--- src/rtl/event_timestamper_if.sv ---
// Output stream of the event timestamper: FIFO head plus valid/ready handshake.
// The master drives the head entry; the slave (consumer) drives out_ready.
interface event_timestamper_if;
  logic [15:0] out_data;
  logic        out_first;
  logic        out_valid;
  logic        out_ready;

  modport master (
    output out_data,
    output out_first,
    output out_valid,
    input  out_ready
  );

  modport slave (
    input  out_data,
    input  out_first,
    input  out_valid,
    output out_ready
  );
endinterface : event_timestamper_if

--- src/rtl/event_timestamper.sv ---
// Event timestamper: detects rising edges on event_in, strobes the 100 us
// timer, captures its count, and queues the event-to-event delta (plus a
// first-event flag) in a small FIFO for a downstream consumer.
module event_timestamper #(
  parameter int DEPTH = 8,
  parameter int AW    = 3
) (
  input  logic                   clk,
  input  logic                   reset,
  input  logic                   event_in,
  input  logic [15:0]            timer_count,
  output logic                   timer_read,
  output logic [AW:0]            fill,
  output logic                   overflow,
  output logic                   dropped,
  input  logic                   clear_flags,
  event_timestamper_if.master    out_if
);

  typedef enum logic [1:0] {
    IDLE    = 2'd0,
    READ    = 2'd1,
    CAPTURE = 2'd2
  } state_e;

  localparam logic [AW:0] FULL_CNT = (AW+1)'(DEPTH);

  // Control state
  state_e        state_q;
  logic          ev_q;
  logic          armed_q;
  logic          pending_q;
  logic          first_done_q;
  logic          timer_read_q;
  logic [15:0]   prev_ts_q;
  logic          overflow_q;
  logic          dropped_q;

  // FIFO state
  logic [16:0]   mem_q [DEPTH];
  logic [AW-1:0] wr_ptr_q;
  logic [AW-1:0] rd_ptr_q;
  logic [AW:0]   count_q;

  // Combinational decode
  logic          edge_d;
  logic          push_d;
  logic          pop_d;
  logic          full_d;
  logic          wr_en_d;
  logic          ovf_set_d;
  logic          drop_set_d;
  logic [16:0]   entry_d;

  // Edge detection, FIFO push/pop qualification and the entry to be written.
  always_comb begin
    // NOTE: every signal assigned here gets a value on every path; a missing
    // default in always_comb would infer a latch.
    edge_d     = 1'b0;
    push_d     = 1'b0;
    pop_d      = 1'b0;
    full_d     = 1'b0;
    wr_en_d    = 1'b0;
    ovf_set_d  = 1'b0;
    drop_set_d = 1'b0;
    entry_d    = {1'b1, 16'h0000};

    // armed_q masks the first cycle after reset so a level already high
    // when reset releases is not mistaken for an edge.
    edge_d     = armed_q & event_in & ~ev_q;
    push_d     = (state_q == CAPTURE);
    full_d     = (count_q == FULL_CNT);
    pop_d      = (count_q != '0) & out_if.out_ready;
    wr_en_d    = push_d & (~full_d | pop_d);
    ovf_set_d  = push_d & full_d & ~pop_d;
    // Only one edge can wait; a second one while pending is lost.
    drop_set_d = edge_d & pending_q;
    if (first_done_q) begin
      entry_d = {1'b0, timer_count - prev_ts_q};
    end
  end

  // Edge register and arming flag; reloads from event_in once out of reset.
  always_ff @(posedge clk) begin
    // NOTE: sequential state uses non-blocking assignments only, so every
    // flop samples pre-edge values regardless of block ordering.
    if (reset) begin
      ev_q    <= 1'b0;
      armed_q <= 1'b0;
    end else begin
      ev_q    <= event_in;
      armed_q <= 1'b1;
    end
  end

  // Capture FSM with registered timer_read strobe and timestamp history.
  always_ff @(posedge clk) begin
    if (reset) begin
      state_q      <= IDLE;
      pending_q    <= 1'b0;
      timer_read_q <= 1'b0;
      first_done_q <= 1'b0;
      prev_ts_q    <= 16'h0000;
    end else begin
      timer_read_q <= 1'b0;
      case (state_q)
        IDLE: begin
          if (edge_d || pending_q) begin
            state_q      <= READ;
            timer_read_q <= 1'b1;
            pending_q    <= 1'b0;
          end
        end
        READ: begin
          state_q <= CAPTURE;
          if (edge_d && !pending_q) pending_q <= 1'b1;
        end
        CAPTURE: begin
          state_q      <= IDLE;
          // History advances even when the FIFO write is discarded.
          prev_ts_q    <= timer_count;
          first_done_q <= 1'b1;
          if (edge_d && !pending_q) pending_q <= 1'b1;
        end
        default: state_q <= IDLE;
      endcase
    end
  end

  // Sticky error flags; a set in the same cycle as clear_flags wins.
  always_ff @(posedge clk) begin
    if (reset) begin
      overflow_q <= 1'b0;
      dropped_q  <= 1'b0;
    end else begin
      overflow_q <= ovf_set_d  | (overflow_q & ~clear_flags);
      dropped_q  <= drop_set_d | (dropped_q  & ~clear_flags);
    end
  end

  // FIFO pointers and occupancy.
  always_ff @(posedge clk) begin
    if (reset) begin
      wr_ptr_q <= '0;
      rd_ptr_q <= '0;
      count_q  <= '0;
    end else begin
      if (wr_en_d) wr_ptr_q <= wr_ptr_q + AW'(1);
      if (pop_d)   rd_ptr_q <= rd_ptr_q + AW'(1);
      case ({wr_en_d, pop_d})
        2'b10:   count_q <= count_q + (AW+1)'(1);
        2'b01:   count_q <= count_q - (AW+1)'(1);
        default: count_q <= count_q;
      endcase
    end
  end

  // FIFO storage.
  always_ff @(posedge clk) begin
    // NOTE: the storage array is deliberately not reset; occupancy and
    // pointers define which entries are meaningful.
    if (wr_en_d && !reset) mem_q[wr_ptr_q] <= entry_d;
  end

  assign out_if.out_valid = (count_q != '0);
  assign out_if.out_data  = mem_q[rd_ptr_q][15:0];
  assign out_if.out_first = mem_q[rd_ptr_q][16];
  assign fill             = count_q;
  assign timer_read       = timer_read_q;
  assign overflow         = overflow_q;
  assign dropped          = dropped_q;

endmodule : event_timestamper

--- src/flat_wrapper.sv ---
// flat-port wrapper written by rule: the top's interface ports become plain ports
module event_timestamper_flat 
#(
  parameter int DEPTH = 8,
  parameter int AW    = 3
)
  (clk, reset, event_in, timer_count, timer_read, fill, overflow, dropped, clear_flags, out_if_out_data, out_if_out_first, out_if_out_valid, out_if_out_ready);
  event_timestamper_if out_if_i ();
  input  logic clk;
  input  logic reset;
  input  logic event_in;
  input  logic [15:0] timer_count;
  output logic timer_read;
  output logic [AW:0] fill;
  output logic overflow;
  output logic dropped;
  input  logic clear_flags;
  output wire logic [$bits(out_if_i.out_data)-1:0] out_if_out_data;
  output wire logic [$bits(out_if_i.out_first)-1:0] out_if_out_first;
  output wire logic [$bits(out_if_i.out_valid)-1:0] out_if_out_valid;
  input wire logic [$bits(out_if_i.out_ready)-1:0] out_if_out_ready;
  assign out_if_out_data = out_if_i.out_data;
  assign out_if_out_first = out_if_i.out_first;
  assign out_if_out_valid = out_if_i.out_valid;
  assign out_if_i.out_ready = out_if_out_ready;
  event_timestamper #(.DEPTH(DEPTH), .AW(AW)) u_core (.clk(clk), .reset(reset), .event_in(event_in), .timer_count(timer_count), .timer_read(timer_read), .fill(fill), .overflow(overflow), .dropped(dropped), .clear_flags(clear_flags), .out_if(out_if_i));
endmodule
--- config.mk ---
export PLATFORM = sky130hd
export DESIGN_NAME = event_timestamper_flat
export DESIGN_NICKNAME = d
export VERILOG_FILES = /design/src/rtl/event_timestamper_if.sv /design/src/rtl/event_timestamper.sv /design/src/flat_wrapper.sv
export SDC_FILE = /design/constraint.sdc
export NUM_CORES = 1
export LEC_CHECK = 0
export BUFFER_PORTS_ARGS = -buffer_cell sky130_fd_sc_hd__buf_4
export CORE_MARGIN = 1
export CORE_UTILIZATION = 49
export DETAILED_ROUTE_END_ITERATION = 10
export PLACE_DENSITY = 0.68
export SLEW_MARGIN = 0
export SYNTH_ARGS = -nofsm -noshare
export SYNTH_HDL_FRONTEND = slang
export SYNTH_SLANG_ARGS = --single-unit
--- constraint.sdc ---
create_clock -name clk -period 3 [get_ports clk]
set_clock_uncertainty 0.1 [all_clocks]
set_input_delay 0.6 -clock clk [delete_from_list [all_inputs] [get_ports clk]]
set_output_delay 0.6 -clock clk [all_outputs]
set_load 0.02 [all_outputs]
## Yosys cells after proc, flatten, opt, wreduce, memory -nomap -nowiden

Memory sizes are Yosys's and may differ from the RTL's. A register that Yosys moved wholly into a read port is not among the register bits.
Index checks and enable logic that the tools add are counted.

| storage, ports and cells | value |
|---|---|
| logic and storage cells | 67 |
| memories | 1 |
| bits in registers | 35 |
| input bits | 21 |
| RAM bits | 136 |

| cells by class | value |
|---|---|
| equal/unequal tests | 7 |
| reductions and logical operators | 12 |
| mux-type cells | 13 |
| $add $sub $neg | 5 |
| bitwise operators | 17 |

Memory list:

| name | words | bits a word | rd ports | clocked after memory_dff | wr ports | RTL line | text |
|---|---|---|---|---|---|---|---|
| u_core.mem_q | 8 | 17 | 1 | 1 | 1 | event_timestamper.sv:40 | `logic [16:0] mem_q [DEPTH];` |

Operators with widths:

| operator | number |
|---|---|
| $mux W17 | 1 |
| $sub A16 B16 Y16 | 1 |
| $and A1 B1 Y1 | 9 |
| $pmux W4 S2 | 1 |
| $add A3 B1 Y3 const B | 2 |
| $mux W1 | 6 |
| $mux W3 | 2 |
| $not A1 Y1 | 5 |
| $add A4 B1 Y4 const B | 1 |
| $eq A2 B1 Y1 const B | 2 |
| $eq A2 B2 Y1 const B | 2 |
| $eq A4 B4 Y1 const B | 1 |
| $ne A2 B1 Y1 const B | 2 |
| $pmux W2 S2 | 1 |
| $reduce_bool A2 Y1 | 2 |
| $reduce_bool A4 Y1 | 1 |
| $reduce_or A2 Y1 | 2 |
| $sub A4 B1 Y4 const B | 1 |
| $or A1 B1 Y1 | 3 |
| $reduce_and A3 Y1 | 1 |
| $logic_and A1 B1 Y1 | 2 |
| $logic_not A1 Y1 | 2 |
| $logic_not A2 Y1 | 1 |
| $mux W2 | 1 |
| other kinds (2) | 2 |

## Longest topological paths before layout

| depth | value |
|---|---|
| depth in word-level cells | 7 |
| mapped depth | 10 |

## Worst setup path before layout

No wires, ideal clock.

| timing path | value |
|---|---|
| path kind | reg2reg |
| start point | register u_core.count_q[0] (netlist: u_core.fill[0]) |
| end point | memory u_core.mem_q[1][0], enable pin |
| required time | 2,465 ps |
| path buffers | 0 |
| slack | -271 ps |
| period minus slack after synthesis | 3,271 ps |
| arrival time | 2,736 ps |
| library setup time | 435 ps |
| stages on the path, launching flop included | 6 |
| path through | dfxtp_1 -> nor3_1 -> nand2_1 -> and2_2 -> nand2_1 -> nor4_1 |

| between the ends | value |
|---|---|
| longest elaborated chain between the ends | 7 |
| elaborated cells between the ends (all ways) | 9 |
| those cells by class | 1 x eq/ne; 2 x mux; 4 x bitwise; 2 x reduce/logical |

Ends and longest elaborated chain:

| what | RTL line | text |
|---|---|---|
| from (decl) | event_timestamper.sv:43 | `logic [AW:0] count_q;` |
| from (signal assigned) | event_timestamper.sv:151 | `2'b10: count_q <= count_q + (AW+1)'(1);` |
| from (signal assigned) | event_timestamper.sv:152 | `2'b01: count_q <= count_q - (AW+1)'(1);` |
| from (signal assigned) | event_timestamper.sv:153 | `default: count_q <= count_q;` |
| $reduce_bool A4 Y1 / $eq A4 B4 Y1 (equally long branches) | event_timestamper.sv:73, event_timestamper.sv:72 |  |
| $and A1 B1 Y1 / $not A1 Y1 (equally long branches) | event_timestamper.sv:73, event_timestamper.sv:74 |  |
| $or A1 B1 Y1 (*) | event_timestamper.sv:74 | `wr_en_d = push_d & (~full_d \| pop_d);` |
| $and A1 B1 Y1 (*) | event_timestamper.sv:74 |  |
| $logic_and A1 B1 Y1 (*) | event_timestamper.sv:162 | `if (wr_en_d && !reset) mem_q[wr_ptr_q] <= entry_d;` |
| $mux W1 (*) | event_timestamper.sv:162 |  |
| $mux W1 (not written as such) (*) | event_timestamper.sv:162 |  |
| to (decl) | event_timestamper.sv:40 |  |

Mark *: on every way between the ends. The rest lies on a longest branch, timed or not.

==> impl_metrics.env <==
export IMPL_dpl_cell_count=717
export IMPL_netlist_area_um2=7470
export IMPL_use_met3_pct=3.72
export IMPL_start_kind="flop"
export IMPL_arrival_ps=2070
export IMPL_vias_per_cell=5.59
export IMPL_worstSetupPathType="reg -> out"
export IMPL_synth_top_family_by_area="multiplexers"
export IMPL_crit_chain="buf_12, mux4_2, mux2_2, buf_4"
export IMPL_dieArea_um2=15700
export IMPL_cpPeakStageDelay_ps=520
export IMPL_grt_most_used_layer="met2"
export IMPL_pwr_density_cell_nw_per_um2=694
export IMPL_post_cts_resize_count=0
export IMPL_status="completed"
export IMPL_core_um2=14700
export IMPL_cts_clk_slew_worst_paths_ps=60
export IMPL_synth_cell_type_count=49
export IMPL_gp_congestion=0.855
export IMPL_synth_most_common_cell="edfxtp_1"
export IMPL_synth_area_leaders="edfxtp_1 (55%), mux4_2 (10%), dfxtp_1 (10%)"
export IMPL_layoutNonFillerInstCount=749
export IMPL_cp_top_family="multiplexers"
export IMPL_clock_sinks=174
export IMPL_clk_latency_ps=420
export IMPL_ir_drop_mv=0.382
export IMPL_maxCapViolCount=0
export IMPL_synth_seq_cells=174
export IMPL_grt_overflow=0
export IMPL_worstSetupEndpointType="output port"
export IMPL_cts_tree="yes"
export IMPL_synth_fp_nets=530
export IMPL_dr_pass1_iters=4
export IMPL_cts_hold_buffers_added=0
export IMPL_std_cell_rows=44
export IMPL_period_share_pct=92.3
export IMPL_die_h_um=125
export IMPL_ys_seq_area_share_pct=64.8
export IMPL_num_vias=4184
export IMPL_cp_required_ps=2300
export IMPL_wl_um=14400
export IMPL_hold_class="in -> reg"
export IMPL_ant_nets=0
export IMPL_yosys_most_used_dff="edfxtp_1"
export IMPL_synth_compound_area_share_pct=5.22
export IMPL_synth_xor_area_share_pct=1.64
export IMPL_setup_tns_ps=0
export IMPL_grtUsageMet1_pct=26.4
export IMPL_drc_errors=0
export IMPL_synthCells=484
export IMPL_fin_crit_ps=2770
export IMPL_p_leak_nw=3.06
export IMPL_clk_path_buf_depth=2
export IMPL_grt_usage_pct=19.8
export IMPL_cts_root_buf="clkbuf_16"
export IMPL_postCtsSetupRepairBufs=0
export IMPL_crit_path_max_fanout=18
export IMPL_drt_iter0_drc=293
export IMPL_rsz0062_at_grt="no"
export IMPL_antennaDiodeCount=0
export IMPL_portBuffers=45
export IMPL_h_tree_depth=4
export IMPL_finalSetupViolations=0
export IMPL_synthMuxAreaShare_pct=15.4
export IMPL_finalHoldViolCount=0
export IMPL_grt_pass1_vias=4400
export IMPL_initial_utilization_pct=50.8
export IMPL_total_power_mw=6.09
export IMPL_slew_limit_headroom_pct=31.8
export IMPL_nNetsFinal=598
export IMPL_synth_top_cell_area_share_pct=54.7
export IMPL_worst_slew_pin_slew_ps=1020
export IMPL_die_w_um=125
export IMPL_antenna_found_initial=0
export IMPL_syn_area_per_cell_um2=15.4
export IMPL_synth_adder_area_share_pct=4.29
export IMPL_post_route_util_pct=59.7
export IMPL_route_detailed_wl_per_inst_um=19.2
export IMPL_synth_top_area_cell="edfxtp_1"
export IMPL_grt_use_met2_pct=32.3
export IMPL_syn2layout_area_growth_pct=17.5
export IMPL_drive_gt1_share_pct=28.1
export IMPL_yosysWarnings=0
export IMPL_synth_edf_count=136
export IMPL_dp_hpwl_um=9170
export IMPL_fmax_mhz=361
export IMPL_synth_simple_area_share_pct=6.38
export IMPL_slowest_stage="mux4_2"
export IMPL_maxSlewViolCount=0
export IMPL_pre_cts_ws_ps=-9.10
export IMPL_tritoncts_num_buffers=17
export IMPL_synthArstFlopShare_pct=0
export IMPL_grt_max_degree=40
export IMPL_crit_buf_inv=2
export IMPL_grt_pass1_wl_um=23300
export IMPL_synth_common_cells="edfxtp_1 (136), nor2_1 (46), dfxtp_1 (38), mux4_2 (34)"
export IMPL_fin_ws_ps=232
export IMPL_io_pins=46
-- report_power, final --
part           switching, mW  internal [mW]  leakage, nW  total [mW]
sequential            0.0649           2.70         1.56        2.77
clock                  0.867           1.29        0.283        2.16
combinational          0.606          0.561         1.21        1.17
total                   1.54           4.55         3.06        6.09
-- flip-flops by register name, summed over array words and instances, names as in the netlist, named ones only --
| name | count |
|---|---|
| u_core.overflow | 1 |
| u_core.first_done_q | 1 |
| u_core.fill | 4 |
| u_core.armed_q | 1 |
| u_core.state_q | 2 |
| u_core.prev_ts_q | 16 |
| u_core.timer_read | 1 |
| u_core.pending_q | 1 |
| u_core.wr_ptr_q | 3 |
| u_core.mem_q | 136 |
| u_core.rd_ptr_q | 3 |
| u_core.ev_q | 1 |
| u_core.dropped | 1 |
-- placed cells by master, fill, tap and decap left out, types with 4 or more instances in the layout --
master / instances
clkbuf_16: 17
buf_4: 65
mux2i_1: 19
clkinv_1: 7
nand3_1: 4
a21o_1: 7
inv_1: 24
o21ai_0: 7
a21oi_1: 19
xor2_1: 10
ha_1: 24
nor3_1: 5
nor2b_1: 5
mux4_2: 34
o211ai_1: 5
edfxtp_1: 136
nor2_1: 46
dfxtp_1: 37
mux2_2: 17
nand2_1: 16
nor3_2: 4
xnor2_1: 4
-- layer usage --
| metal | vias to the layer above | part of all wire [%] |
|---|---|---|
| li1 | 1983 | - |
| met2 | 90 | 51 |
| met4 | 0 | 1.0 |
| met1 | 2097 | 44 |
| met5 | - | 0 |
| met3 | 14 | 4.2 |
-- logic make-up after synthesis --
kind of cell / after synthesis
flip-flops: 174
AND/OR/NAND/NOR: 102
multiplexers: 70
AO/OA/AOI/OAI: 57
buffers and inverters: 42
adder cells (fa/ha/maj): 25
XOR/XNOR: 14
-- metrics by stage --
stage               instance area (um2)  hold WS (ps)
CTS                                8780           291
floorplan                          7480           357
detailed placement                 8200           381
finish                             8780           301
global placement                   8200           368
global route                       8780           304
-- final cells by class --
cell class	instances	area [um2]
sequential	174	4850
clock inverter	15	153
fill	1091	5920
tap	184	230
clock buffer	17	425
inverter	24	90.1
multi-input combinational	268	2500
timing repair buffer	67	528
-- path summary, 6_finish.rpt --
path / slack [ps] / cells past startpoint / to / start
worst min register to register: 390 / 2 / flop / u_core.rd_ptr_q[2]$_SDFFE_PP0N_
worst min-delay path: 300 / 2 / u_core.ev_q$_SDFF_PP0_ / event_in
worst max register to register: 390 / 8 / u_core.mem_q[3][7]$_DFFE_PP_ / u_core.prev_ts_q[3]$_SDFFE_PP0N_
worst max-delay path: 230 / 4 / out_if_out_data[12] / flop
No activity file was read; power rests on OpenSTA's default activity.
